[config.mk]
export PLATFORM = sky130hd
export DESIGN_NAME = mtc_rx_unpacker
export DESIGN_NICKNAME = d
export VERILOG_FILES = /design/src/rtl/mtc_rx_unpacker_pkg.sv /design/src/rtl/mtc_rx_unpacker_sat_counter.sv /design/src/rtl/mtc_rx_unpacker.sv
export SDC_FILE = /design/constraint.sdc
export NUM_CORES = 1
export LEC_CHECK = 0
export ABC_CLOCK_PERIOD_IN_PS = 5900
export CAP_MARGIN = 20
export CORE_MARGIN = 5
export CORE_UTILIZATION = 30
export DETAILED_ROUTE_END_ITERATION = 12
export PLACE_DENSITY_LB_ADDON = 0.1
export SLEW_MARGIN = 20
export SYNTH_ARGS = -nofsm -noshare
export SYNTH_HDL_FRONTEND = slang
export SYNTH_SLANG_ARGS = --single-unit
[constraint.sdc]
create_clock -name clock -period 5.9 [get_ports clock]
set_input_delay 1.18 -clock clock [delete_from_list [all_inputs] [get_ports clock]]
set_output_delay 1.18 -clock clock [all_outputs]
set_load 0.05 [all_outputs]
[src/rtl/mtc_rx_unpacker_pkg.sv]
// Shared MTC-to-SL definitions: packet field positions, MDT process-flag encoding
// and the receive FSM state type.
package mtc_rx_unpacker_pkg;

  localparam int MTC2SL_COMMON_LSB        = 96;
  localparam int MTC2SL_M_RESERVED_MSB    = 95;
  localparam int MTC2SL_M_RESERVED_LSB    = 88;
  localparam int MTC2SL_MDT_PROCFLAGS_MSB = 7;
  localparam int MTC2SL_MDT_PROCFLAGS_LSB = 4;
  localparam int PROCFLAGS_W = MTC2SL_MDT_PROCFLAGS_MSB - MTC2SL_MDT_PROCFLAGS_LSB + 1;

  typedef enum logic [PROCFLAGS_W-1:0] {
    NO_MDT      = 4'd0,
    PASS        = 4'd1,
    BELOW_THR   = 4'd2,
    OTHER_BOARD = 4'd3,
    NOSEG       = 4'd4,
    ONESEG      = 4'd5,
    PT_FAIL     = 4'd6,
    UNKNOWN     = 4'd15
  } procflags_e;

  typedef enum logic {
    IDLE    = 1'b0,
    COLLECT = 1'b1
  } rx_state_e;

  // Codes 7..14 are unassigned on the transmit side.
  function automatic logic procflags_invalid(input logic [PROCFLAGS_W-1:0] pf);
    return (pf >= 4'd7) && (pf <= 4'd14);
  endfunction

endpackage

[src/rtl/mtc_rx_unpacker_sat_counter.sv]
// Saturating up-counter with synchronous clear; clear wins over increment.
module mtc_sat_counter #(
  parameter int CNT_WIDTH = 16
) (
  input  logic                 clock,
  input  logic                 rst,
  input  logic                 clear,
  input  logic                 inc,
  output logic [CNT_WIDTH-1:0] count
);

  always_ff @(posedge clock or negedge rst) begin
    if (!rst) begin
      count <= '0;
    end else if (clear) begin
      count <= '0;
    end else if (inc && (count != '1)) begin
      count <= count + 1'b1;
    end
  end

endmodule

[src/rtl/mtc_rx_unpacker.sv]
// Reassembles MSB-first link words into an MTC packet, checks framing and the
// reserved field, and presents the packet on a valid/ready output with counters.
module mtc_rx_unpacker
  import mtc_rx_unpacker_pkg::*;
#(
  parameter int WORD_WIDTH    = 32,
  parameter int MTC_PKT_WIDTH = 128,
  parameter int CNT_WIDTH     = 16
) (
  input  logic                     clock,
  input  logic                     rst,
  input  logic [WORD_WIDTH-1:0]    in_data,
  input  logic                     in_valid,
  input  logic                     in_sof,
  output logic                     in_ready,
  output logic [MTC_PKT_WIDTH-1:0] mtc,
  output logic                     mtc_valid,
  input  logic                     mtc_ready,
  output logic [PROCFLAGS_W-1:0]   procflags,
  output logic                     mdt_pass,
  output logic                     err_reserved,
  output logic                     err_flag,
  input  logic                     cnt_clear,
  output logic [CNT_WIDTH-1:0]     cnt_pkt,
  output logic [CNT_WIDTH-1:0]     cnt_pass,
  output logic [CNT_WIDTH-1:0]     cnt_busy,
  output logic [CNT_WIDTH-1:0]     cnt_frame_err,
  output logic [CNT_WIDTH-1:0]     cnt_orphan
);

  localparam int NW    = MTC_PKT_WIDTH / WORD_WIDTH;
  localparam int IDX_W = $clog2(NW) + 1;
  localparam logic [IDX_W-1:0] LAST_IDX = IDX_W'(NW - 1);

  rx_state_e                state;
  logic [IDX_W-1:0]         idx;
  logic [IDX_W-1:0]         wr_idx;
  logic [MTC_PKT_WIDTH-1:0] asm_buf;
  logic [MTC_PKT_WIDTH-1:0] pkt_next;
  logic                     at_last;
  logic                     accept;
  logic                     store;
  logic                     complete;
  procflags_e               pf_next;
  logic                     rsv_nz_next;
  logic                     err_res_q;
  logic                     err_flag_q;

  // Stall only the completing word; earlier words keep flowing while the output waits.
  assign at_last  = (state == COLLECT) && (idx == LAST_IDX);
  assign in_ready = !(at_last && mtc_valid && !mtc_ready);
  assign accept   = in_valid && in_ready;
  assign store    = accept && (in_sof || (state == COLLECT));
  assign complete = accept && !in_sof && at_last;
  assign wr_idx   = in_sof ? '0 : idx;

  always_comb begin
    pkt_next = asm_buf;
    pkt_next[MTC_PKT_WIDTH - 1 - int'(wr_idx) * WORD_WIDTH -: WORD_WIDTH] = in_data;
  end

  assign pf_next     = procflags_e'(pkt_next[MTC2SL_MDT_PROCFLAGS_MSB:MTC2SL_MDT_PROCFLAGS_LSB]);
  assign rsv_nz_next = |pkt_next[MTC2SL_M_RESERVED_MSB:MTC2SL_M_RESERVED_LSB];

  // Assembly buffer: every slot is rewritten before a packet can complete.
  always_ff @(posedge clock) begin
    if (store) begin
      asm_buf <= pkt_next;
    end
  end

  always_ff @(posedge clock or negedge rst) begin
    if (!rst) begin
      state      <= IDLE;
      idx        <= '0;
      mtc        <= '0;
      mtc_valid  <= 1'b0;
      procflags  <= '0;
      mdt_pass   <= 1'b0;
      err_res_q  <= 1'b0;
      err_flag_q <= 1'b0;
    end else begin
      if (accept) begin
        if (in_sof) begin
          state <= COLLECT;
          idx   <= IDX_W'(1);
        end else if (state == COLLECT) begin
          if (at_last) begin
            state <= IDLE;
            idx   <= '0;
          end else begin
            idx <= idx + 1'b1;
          end
        end
      end

      // A new packet overrides the handshake so back-to-back delivery has no bubble.
      if (complete) begin
        mtc        <= pkt_next;
        mtc_valid  <= 1'b1;
        procflags  <= pf_next;
        mdt_pass   <= (pf_next == PASS);
        err_res_q  <= rsv_nz_next;
        err_flag_q <= procflags_invalid(pf_next);
      end else if (mtc_ready) begin
        mtc_valid <= 1'b0;
      end
    end
  end

  assign err_reserved = err_res_q && mtc_valid;
  assign err_flag     = err_flag_q && mtc_valid;

  mtc_sat_counter #(.CNT_WIDTH(CNT_WIDTH)) u_cnt_pkt (
    .clock (clock),
    .rst   (rst),
    .clear (cnt_clear),
    .inc   (complete),
    .count (cnt_pkt)
  );

  mtc_sat_counter #(.CNT_WIDTH(CNT_WIDTH)) u_cnt_pass (
    .clock (clock),
    .rst   (rst),
    .clear (cnt_clear),
    .inc   (complete && (pf_next == PASS)),
    .count (cnt_pass)
  );

  mtc_sat_counter #(.CNT_WIDTH(CNT_WIDTH)) u_cnt_busy (
    .clock (clock),
    .rst   (rst),
    .clear (cnt_clear),
    .inc   (complete && (pf_next == NO_MDT)),
    .count (cnt_busy)
  );

  mtc_sat_counter #(.CNT_WIDTH(CNT_WIDTH)) u_cnt_frame_err (
    .clock (clock),
    .rst   (rst),
    .clear (cnt_clear),
    .inc   (accept && in_sof && (state == COLLECT)),
    .count (cnt_frame_err)
  );

  mtc_sat_counter #(.CNT_WIDTH(CNT_WIDTH)) u_cnt_orphan (
    .clock (clock),
    .rst   (rst),
    .clear (cnt_clear),
    .inc   (accept && !in_sof && (state == IDLE)),
    .count (cnt_orphan)
  );

endmodule

======== After elaboration in Yosys (flattened, before gate mapping) ========
Cells that the tools add are included.
cells by class
  add/subtract/negate cells ............... 8
  order comparisons ....................... 2
  muxes and demuxes ....................... 20
  bitwise logic cells ..................... 1
  equal/unequal tests ..................... 7
  multipliers ............................. 0
  shifts and indexed selects .............. 2
  reduce and logical (&&, ||, !) cells .... 34
  divide/modulo/power cells ............... 0
operator list
  cell                                                                                 number
  16-bit two-way mux                                                                   10
  32-bit by 33-bit variable shift with 159-bit output, first input constant            1
  32-bit by 33-bit indexed part select with 159-bit output                             1
  128-bit bitwise mux                                                                  1
  16-bit by 1-bit adder with 16-bit output, second input constant                      5
  16-bit inequality test, second input constant                                        5
  9-bit negator with 33-bit output                                                     1
  1-bit logical AND                                                                    20
  2-bit nonzero test                                                                   7
  3-bit two-way mux                                                                    4
  7-bit by 8-bit subtractor with 9-bit output, first input constant                    1
  8-bit OR reduction                                                                   1
  1-bit two-way mux                                                                    5
  4-bit by 1-bit equality test with 1-bit output, second input constant                1
  4-bit by 3-bit greater-or-equal comparator with 1-bit output, second input constant  1
  4-bit <= comparator, second input constant                                           1
  4-bit zero test                                                                      1
  3-bit by 1-bit adder with 3-bit output, second input constant                        1
  3-bit by 2-bit equality test with 1-bit output, second input constant                1
  1-bit zero test                                                                      3
  2-bit AND reduction                                                                  1
  1-bit logical OR                                                                     1
  1-bit inverter                                                                       1
word-level totals
  ROM bits ................................ 0
  memories kept ........................... 0
  RAM bits ................................ 0
  register bits after elaboration ......... 348
  word-level logic and storage cells ...... 88
  input bits .............................. 38
  latch bits .............................. 0
  output and inout port bits .............. 217

======== Logic depth before layout (Yosys ltp) ========
Gate-level depths: netlist of the first run.
  word-level depth ........................ 12
  gate-level depth with buffers ........... 10
  depth with buffers taken out ............ 6

======== Cells and area by module ========
Synthesis of the first run repeated with hierarchy kept, for this count alone.
second synthesis, totals
  cells, all modules ...................... 1,291
  area, all modules ....................... 15,576.2 um^2
by module, submodules not included
  module           cells each  area each (um^2)  instances  seq. area each (um^2)
  mtc_rx_unpacker  801         10,865.4          1          7,247.0
  mtc_sat_counter  98          942.2             5          400.4

======== Worst setup path after synthesis of the first run ========
Ideal clock, no wire load.
  path kind ............................... input to register
  start point ............................. in mtc_ready
  end point ............................... reg asm_buf[0], enable pin
  slack ................................... 0.460 ns
  required time ........................... 5.402 ns
  library setup time ...................... 0.498 ns
  arrival ................................. 4.942 ns
  path buffers ............................ 1
  stages on the path ...................... 5
  cell sequence ........................... nor2b_1 > nand3_1 > and2_1 > clkbuf_1 > o21a_1
between the ends
  longest elaborated chain between the ends .. 5
RTL lines
  what                  RTL line               source
  start, declared       mtc_rx_unpacker.sv:18  input logic mtc_ready,
  1-bit zero test       mtc_rx_unpacker.sv:51  assign in_ready = !(at_last && mtc_valid && !mtc_ready);
  1-bit logical AND     mtc_rx_unpacker.sv:51
  1-bit zero test       mtc_rx_unpacker.sv:51
  net in_ready          mtc_rx_unpacker.sv:15  output logic in_ready,
  1-bit logical AND     mtc_rx_unpacker.sv:52  assign accept = in_valid && in_ready;
  1-bit logical AND     mtc_rx_unpacker.sv:53  assign store = accept && (in_sof || (state == COLLECT));
  net store             mtc_rx_unpacker.sv:42  logic store;
  end signal, assigned  mtc_rx_unpacker.sv:68  asm_buf <= pkt_next;
  end, declared         mtc_rx_unpacker.sv:38  logic [MTC_PKT_WIDTH-1:0] asm_buf;
The timed path passes the listed nets, and every way through them passes these cells.
A chain may end at the register's enable or synchronous reset.

======== Worst setup path in the final report of the first run ========
  start point ............................. in mtc_ready
  end point ............................... out in_ready
between the ends
  longest elaborated chain between the ends .. 3
RTL lines
  what               RTL line
  1-bit zero test    mtc_rx_unpacker.sv:51
  1-bit logical AND  mtc_rx_unpacker.sv:51
  1-bit zero test    mtc_rx_unpacker.sv:51
  end, declared      mtc_rx_unpacker.sv:15
No other way between the ends.

==> impl_metrics.csv, run 1 <==
group,metric,value,unit
outcome,status,"finished clean",
layout,layout_common_cells,"nand2_1, clkdlybuf4s50_1, dfrtp_1",
layout,nFillCells,4971,
floorplanning,start_util,30.2,%
sta,fin_worst_skew,0.0226,ns
clock_network,post_cts_buffers,0,
global_routing,first_global_vias,10900,
global_routing,grt_max_degree,129,
run,cap_viol_max_count,0,
routing,firstDrtPassIters,5,
floorplanning,ios,255,
sta,fin_crit,4.08,ns
logic_synthesis,synthCells,1381,
placement,place_area,0.0183,mm²
clock_network,clock-root-buffer,"clkbuf_16",
routing,wl,43200,µm
sta,relSlewSlack,32.2,%
logic_synthesis,synth_nets,1425,
floorplanning,die_w,234,µm
sta,tightest_slew,1.02,ns
floorplanning,fp-row-count,82,
hold_path,hp-class,"register to register",
global_routing,grt_remaining_overflow,0,
routing,wl_per_cell,18.6,µm
routing,drtIter0Drc,559,
global_routing,grtUsageTotal,15.4,%
layout,syn_to_final_growth,31.2,%
clock_network,cts_made_buffers,42,
placement,hpwl,27900,µm
sta,hold_viol,0,
logic_synthesis,syn-cell-area,0.0151,mm²
logic_synthesis,yosysWarnings,0,
logic_synthesis,ys_ff_latch,344,
global_routing,antenna_found_initial,0,
floorplanning,die_area,0.0548,mm²
critical_path,path_max_fanout,5,
critical_path,start_kind,"input port",
layout,final_cell_area,0.0198,mm²
layout,final_common_cell,"nand2_1",
sta,whs,0.473,ns
sta,finalSetupTns,0,ns
critical_path,endpoint_kind,"primary output",
critical_path,path_class,"input port to primary output",
power,leakage,8.10,nW
sta,rsz0062_at_grt,"false",
routing,vias,11000,
layout,layout-drive-gt1-share,12.1,%
sta,period_share,69.2,%
sta,maxSlewViolCount,0,
sta,setup_violations,0,
clock_network,clock_sinks,344,
clock_network,cts_resized,0,
clock_network,clkLatencyLatePin,0.56,ns
routing,wl_met1,20600,µm
global_routing,grt_pass1_wl,66500,µm
floorplanning,coreArea,0.0499,mm²
layout,final_core_util,39.6,%
logic_synthesis,synth_edf_count,128,
routing,antenna_left,0,
sta,fmax,0.245,GHz
critical_path,cp.required,4.72,ns
clock_network,cts_tree,"done",
clock_network,h-tree-depth,2,
layout,stdcell_count,2319,
critical_path,crit_arrival,2.90,ns
clock_network,hold_buffers,0,
routing,top_layer,"met4",
power,power,9.79,mW
logic_synthesis,synthFlopType,"dfrtp_1",
logic_synthesis,synth_area_per_cell,10.9,µm²
floorplanning,die_h,234,µm
routing,drc,0,
placement,dp.cells,2240,
placement,pre_cts_ws,1.63,ns
routing,met3WireLength,2870,µm
placement,gp_congestion,0.763,
routing,dr_wl_met2,19100,µm
power,irDropWorstVdd,215,µV
clock_network,cts_buffer_depth,3,
layout,fin_nets,1656,
routing,vias_per_cell,4.73,
clock_network,clk_pin_slew,0.06,ns
logic_synthesis,async_flop_share,62.8,%
power,p_per_area,495,mW/mm²
placement,portBuffers,254,
sta,worst_slack,1.82,ns
logic_synthesis,synth.distinct_cells,63,
logic_synthesis,ys_seq_area_share,61.4,%
-- worst paths after layout --
path | slack [ns] | end | cells past startpoint | from
max | 1.82 | in_ready | 4 | mtc_ready
min | 0.47 | mtc[38] | 2 | mtc[38]
max in group asynchronous | 4.22 | u_cnt_orphan.count[7] | 2 | rst
max reg2reg | 2.90 | u_cnt_busy.count[6] | 7 | idx[0]
min reg2reg | 0.47 | mtc[38] | 2 | mtc[38]
min in group asynchronous | 0.57 | mtc[27] | 1 | rst
-- final cells by class --
class | instances | area (µm²) | area share [%]
sequential | 344 | 9250 | 46.8
inverter | 18 | 67.6 | 0.342
multi-input combinational | 941 | 5450 | 27.6
antenna | 1 | 2.50 | 0.0127
tap | 672 | 841 | 4.26
clock inverter | 23 | 309 | 1.56
timing repair buffer | 265 | 2660 | 13.5
clock buffer | 55 | 1170 | 5.93
-- worst max-delay path, cell delays in order --
cell	delay, ns
clkdlybuf4s50_1	0.42
nor2b_1	0.37
nand3_1	0.15
clkdlybuf4s50_1	0.77
-- synthesized netlist by cell type (all sizes together), types with 18 or more instances --
master  number  share of area (%)
a21oi       33                1.1
buf         22               0.84
clkbuf      56                1.4
dfrtp      216                 36
edfxtp     128                 26
inv         18               0.45
mux2       101                7.6
nand2      423                 11
nand3       29               0.96
nand4       18               0.79
nor2        63                1.6
o21ai       69                2.3
or3         18               0.78
xnor2       33                1.9
-- layer usage --
layer / GRT usage (%) / vias up
met1: 22.1 / 5437
met2: 23.3 / 214
li1: - / 5263
met5: 0 / -
met4: 3.03 / 0
met3: 4.77 / 46
-- sequential cells by signal, indices dropped and copies added, names as in the netlist, 3 cells and up --
register / cells
asm_buf: 128
u_cnt_orphan.count: 16
u_cnt_frame_err.count: 16
idx: 3
u_cnt_pass.count: 16
mtc: 128
u_cnt_pkt.count: 16
u_cnt_busy.count: 16
-- cells by family (layout without fill, tap and decap cells) --
kind of cell | after synthesis | count (layout) | share of synthesized area, %
and+or+nand+nor | 632 | 632 | 18.4
DFF | 344 | 344 | 61.4
AOI/OAI and AO/OA | 151 | 151 | 6.29
muxes | 110 | 110 | 8.24
buffers and inverters | 96 | 361 | 2.68
xor gates and xnor gates | 42 | 42 | 2.44
adders and majority gates | 6 | 6 | 0.499
other | 0 | 1 | 0
-- power breakdown --
group | switching (mW) | internal, mW | total [mW]
clock network | 1.05 | 1.71 | 2.75
registers | 0.352 | 3.22 | 3.57
logic | 2.35 | 1.12 | 3.46
total | 3.75 | 6.04 | 9.79
Power figures use the tool's default switching activity.
==> inputs of run 2 (changes only) <==
- ABC_CLOCK_PERIOD_IN_PS: 5900 -> 3500
- clock period: 5.9 -> 3.5 ns (I/O delays scaled with it)
==> run 2 against run 1 <==
Compared with the run above: non-clock buffer count is 14 higher; clock skew decreased by 0.0076 ns; flip-flop and latch count is the same; hold slack lost 0.31 ns; global-route usage up 0.40 points; combinational power up 70%; final cell count grew 0.56%; clock power increased by 58%; highest routed layer unchanged.
==> impl_metrics.csv, run 2 (synthesis results as in run 1) <==
group,metric,value,unit
clock_network,post_cts_buffers,0,
floorplanning,die_area,0.0548,mm²
layout,syn_to_final_growth,31.8,%
clock_network,cts_made_buffers,42,
layout,fin_nets,1670,
critical_path,start_kind,"register",
routing,drc,0,
floorplanning,die_h,234,µm
floorplanning,die_w,234,µm
critical_path,path_max_fanout,7,
critical_path,crit_arrival,2.59,ns
global_routing,gr-max-usage-layer,"met2",
routing,wl,43900,µm
routing,vias,11100,
critical_path,cp.required,2.80,ns
critical_path,path_class,"register to primary output",
placement,hpwl,29500,µm
global_routing,grtUsageTotal,15.8,%
sta,relSlewSlack,40.5,%
clock_network,h-tree-depth,2,
clock_network,clock-root-buffer,"clkbuf_16",
floorplanning,fp-row-count,82,
floorplanning,coreArea,0.0499,mm²
sta,rsz0062_at_grt,"false",
global_routing,grtUsageMet3,4.66,%
sta,whs,0.165,ns
clock_network,cts_buffer_depth,3,
outcome,status,"finished clean",
global_routing,use_met1,22.6,%
placement,gp_congestion,0.764,
sta,period_share,94.1,%
placement,portBuffers,254,
sta,finalSetupTns,0,ns
critical_path,endpoint_kind,"primary output",
critical_path,reg2reg_depth,5,
sta,setup_violations,0,
routing,vias_per_cell,4.76,
power,irDropWorstVdd,366,µV
sta,maxSlewViolCount,0,
sta,fin_worst_skew,0.0150,ns
clock_network,clk_pin_slew,0.06,ns
floorplanning,start_util,30.2,%
run,cap_viol_max_count,0,
global_routing,grt_remaining_overflow,0,
routing,drtIter0Drc,575,
critical_path,reg2reg_to,"err_flag_q",
layout,layout_common_cells,"nand2_1, clkdlybuf4s50_1, dfrtp_1",
global_routing,first_global_vias,11300,
sta,tightest_slew,0.893,ns
layout,final_common_cell,"nand2_1",
layout,layout-drive-gt1-share,12.8,%
floorplanning,ios,255,
global_routing,grt.met2_usage,24.1,%
clock_network,cts_resized,0,
clock_network,hold_buffers,0,
routing,wl_per_cell,18.8,µm
critical_path,r2r-start,"mtc_valid",
sta,hold_viol,0,
hold_path,hp-class,"input port to asynchronous set/reset pin",
layout,final_core_util,39.8,%
clock_network,cts_tree,"done",
power,p_per_area,821,mW/mm²
power,leakage,8.16,nW
sta,fin_crit,3.29,ns
routing,antenna_left,0,
global_routing,grt_pass1_wl,68300,µm
routing,firstDrtPassIters,5,
layout,top_regs,"asm_buf x128, mtc x128",
critical_path,rrSetupSlack,0.81,ns
global_routing,grt_max_degree,88,
sta,fmax,0.303,GHz
layout,antennaDiodeCount,0,
clock_network,clock_sinks,344,
clock_network,clkLatencyLatePin,0.56,ns
global_routing,antenna_found_initial,0,
run 2: worst max-delay path by stage:
| stage | from | to | slack [ns] | cells past startpoint |
|---|---|---|---|---|
| after floorplan | idx[0] | asm_buf[0] | 0.41 | 6 |
| after global placement | in_data[6] | u_cnt_busy.count[15] | 0.14 | 6 |
| after detailed placement | in_data[6] | u_cnt_busy.count[15] | 0.12 | 6 |
| after CTS | idx[0] | in_ready | 0.16 | 4 |
| after global routing | idx[0] | in_ready | 0.04 | 4 |
| final | idx[0] | in_ready | 0.21 | 4 |
run 2: layout make-up:
| cell class | count | area, µm² |
|---|---|---|
| clock buffer | 50 | 1120 |
| clock inverter | 28 | 254 |
| fill | 4995 | 30000 |
| inverter | 18 | 67.6 |
| multi-input combinational | 941 | 5450 |
| sequential | 344 | 9250 |
| tap | 672 | 841 |
| timing repair buffer | 279 | 2860 |
run 2: layer usage:
layer | up-vias | part of all wire, %
met5 | - | 0
met4 | 0 | 1.5
met3 | 49 | 6.7
met2 | 256 | 44
met1 | 5512 | 48
li1 | 5283 | -
run 2: critical path: stages, from the launching register on:
cell             delay (ns)
dfrtp_1                0.54
ha_1                   0.35
nor2b_1                0.26
nand3_1                0.13
clkdlybuf4s50_1        0.76
run 2: report_power, final:
part           internal (mW)  leakage (nW)  total, mW  switching, mW
Sequential              5.43          4.09       6.04          0.614
Clock                   2.59         0.683       4.35           1.77
Combinational           1.93          3.39       5.89           3.96
Total                   9.94          8.16       16.3           6.34
run 2: per-stage QoR:
| stage | instance area (µm²) | worst slack [ns] | instances | total power, mW |
|---|---|---|---|---|
| final | 19800 | 0.205 | 2332 | 16.3 |
| after global routing | 19800 | 0.0354 | 2332 | 17.1 |
| after CTS | 19800 | 0.158 | 2332 | 16.6 |
| after detailed placement | 18500 | 0.123 | 2254 | 12.1 |
| after global placement | 18500 | 0.137 | 2254 | 12.0 |
| after floorplan | 15100 | 0.414 | 1381 | 9.81 |
==> inputs of run 3 (changes only) <==
- CAP_MARGIN: 20 -> 40
==> run 3 against run 2 <==
Compared with the run above: power fell by 0.57%; largest power group unchanged; sequential share of layout area rose by 0.062 points; critical path type unchanged; highest routed layer unchanged; critical path depth did not move; sequential power barely moved.
==> impl_metrics.csv, run 3 (synthesis results as in run 1) <==
group,metric,value,unit
global_routing,grt_remaining_overflow,0,
routing,firstDrtPassIters,5,
layout,layout_common_cells,"nand2_1, clkdlybuf4s50_1, dfrtp_1",
run,cap_viol_max_count,0,
floorplanning,coreArea,0.0499,mm²
critical_path,start_kind,"register",
global_routing,grt_max_degree,88,
routing,wl_per_cell,18.9,µm
power,p_per_area,817,mW/mm²
sta,finalSetupTns,0,ns
clock_network,cts_resized,0,
placement,gp_congestion,0.764,
global_routing,first_global_vias,11300,
routing,drtIter0Drc,682,
critical_path,cp.required,2.80,ns
routing,antenna_left,0,
clock_network,clk_pin_slew,0.06,ns
layout,antennaDiodeCount,0,
critical_path,path_max_fanout,7,
layout,final_common_cell,"nand2_1",
global_routing,grt_pass1_wl,68300,µm
global_routing,grt.met2_usage,24.1,%
global_routing,grtUsageTotal,15.9,%
critical_path,endpoint_kind,"primary output",
placement,portBuffers,254,
routing,wl,44100,µm
clock_network,clock-root-buffer,"clkbuf_16",
sta,fmax,0.306,GHz
placement,dp.cells,2255,
power,irDropWorstVdd,372,µV
clock_network,clkLatencyLatePin,0.55,ns
sta,fin_worst_skew,0.0143,ns
floorplanning,die_h,234,µm
routing,vias,11100,
floorplanning,die_w,234,µm
clock_network,post_cts_buffers,0,
floorplanning,ios,255,
clock_network,cts_buffer_depth,3,
clock_network,hold_buffers,0,
layout,final_core_util,39.7,%
layout,stdcell_count,2331,
sta,setup_violations,0,
placement,place_area,0.0185,mm²
outcome,status,"finished clean",
sta,hold_viol,0,
global_routing,grtUsageMet3,4.86,%
critical_path,path_class,"register to primary output",
layout,final_cell_area,0.0198,mm²
clock_network,h-tree-depth,2,
floorplanning,die_area,0.0548,mm²
routing,drc,0,
global_routing,gr-max-usage-layer,"met2",
layout,syn_to_final_growth,31.6,%
layout,layout-drive-gt1-share,12.5,%
routing,vias_per_cell,4.77,
power,leakage,8.14,nW
sta,fin_crit,3.27,ns
floorplanning,start_util,30.2,%
layout,nFillCells,4963,
hold_path,hp-class,"input port to asynchronous set/reset pin",
floorplanning,fp-row-count,82,
sta,maxSlewViolCount,0,
sta,tightest_slew,0.828,ns
layout,fin_nets,1673,
sta,rsz0062_at_grt,"false",
sta,relSlewSlack,44.8,%
clock_network,cts_made_buffers,42,
placement,hpwl,29700,µm
global_routing,antenna_found_initial,0,
critical_path,crit_arrival,2.57,ns
clock_network,clock_sinks,344,
clock_network,cts_tree,"done",
sta,period_share,93.4,%
global_routing,use_met1,22.5,%
layout,top_regs,"asm_buf x128, mtc x128",
## run 3: changes by cell type in the layout (fill, tap and decap cells not counted), sizes merged
cell,before,now
buf,27,30
bufinv,4,3
inv,18,19
clkinv,24,7
clkinvlp,0,1
clkbuf,50,62
## run 3: metrics by stage
| step | power [mW] | hold slack [ns] | setup slack, ns |
|---|---|---|---|
| after global placement | 12.0 | 0.462 | 0.137 |
| final | 16.2 | 0.178 | 0.232 |
| after floorplan | 9.81 | 0.404 | 0.414 |
| after detailed placement | 12.1 | 0.464 | 0.128 |
| after CTS | 16.5 | 0.186 | 0.179 |
| after global routing | 17.0 | 0.214 | 0.0822 |
## run 3: path summary, 6_finish.rpt
check	slack, ns	startpoint	to	cells after the start
max in group asynchronous	2.53	rst	u_cnt_orphan.count[14]	2
hold reg to reg	0.47	mtc[16]	mtc[16]	2
setup / recovery	0.23	idx[0]	in_ready	4
min in group clock	0.47	mtc[16]	mtc[16]	2
setup reg to reg	0.78	mtc_valid	err_flag_q	5
hold / removal	0.18	rst	mtc[27]	1
## run 3: power by group
part / internal [mW] / switching, mW
sequential: 5.43 / 0.612
combinational: 1.93 / 3.98
clock: 2.54 / 1.70
## run 3: cell type report
type	count	area, µm²	area share [%]
Sequential cell	344	9250	46.7
Multi-Input combinational cell	941	5450	27.5
Timing Repair Buffer	282	2890	14.6
Clock buffer	62	1180	5.94
Tap cell	672	841	4.24
Clock inverter	12	138	0.695
Inverter	18	67.6	0.341
## run 3: per-layer routing
metal / wire length [µm] / up-vias
li1: - / 5295
met1: 20700 / 5514
met2: 19500 / 253
met3: 3110 / 56
met4: 743 / 0
met5: 0 / -
## run 3: worst max-delay path: stages (launching register included)
cell and delay [ns]:
dfrtp_1 0.53, ha_1 0.34, nor2b_1 0.25, nand3_1 0.15, clkdlybuf4s50_1 0.75
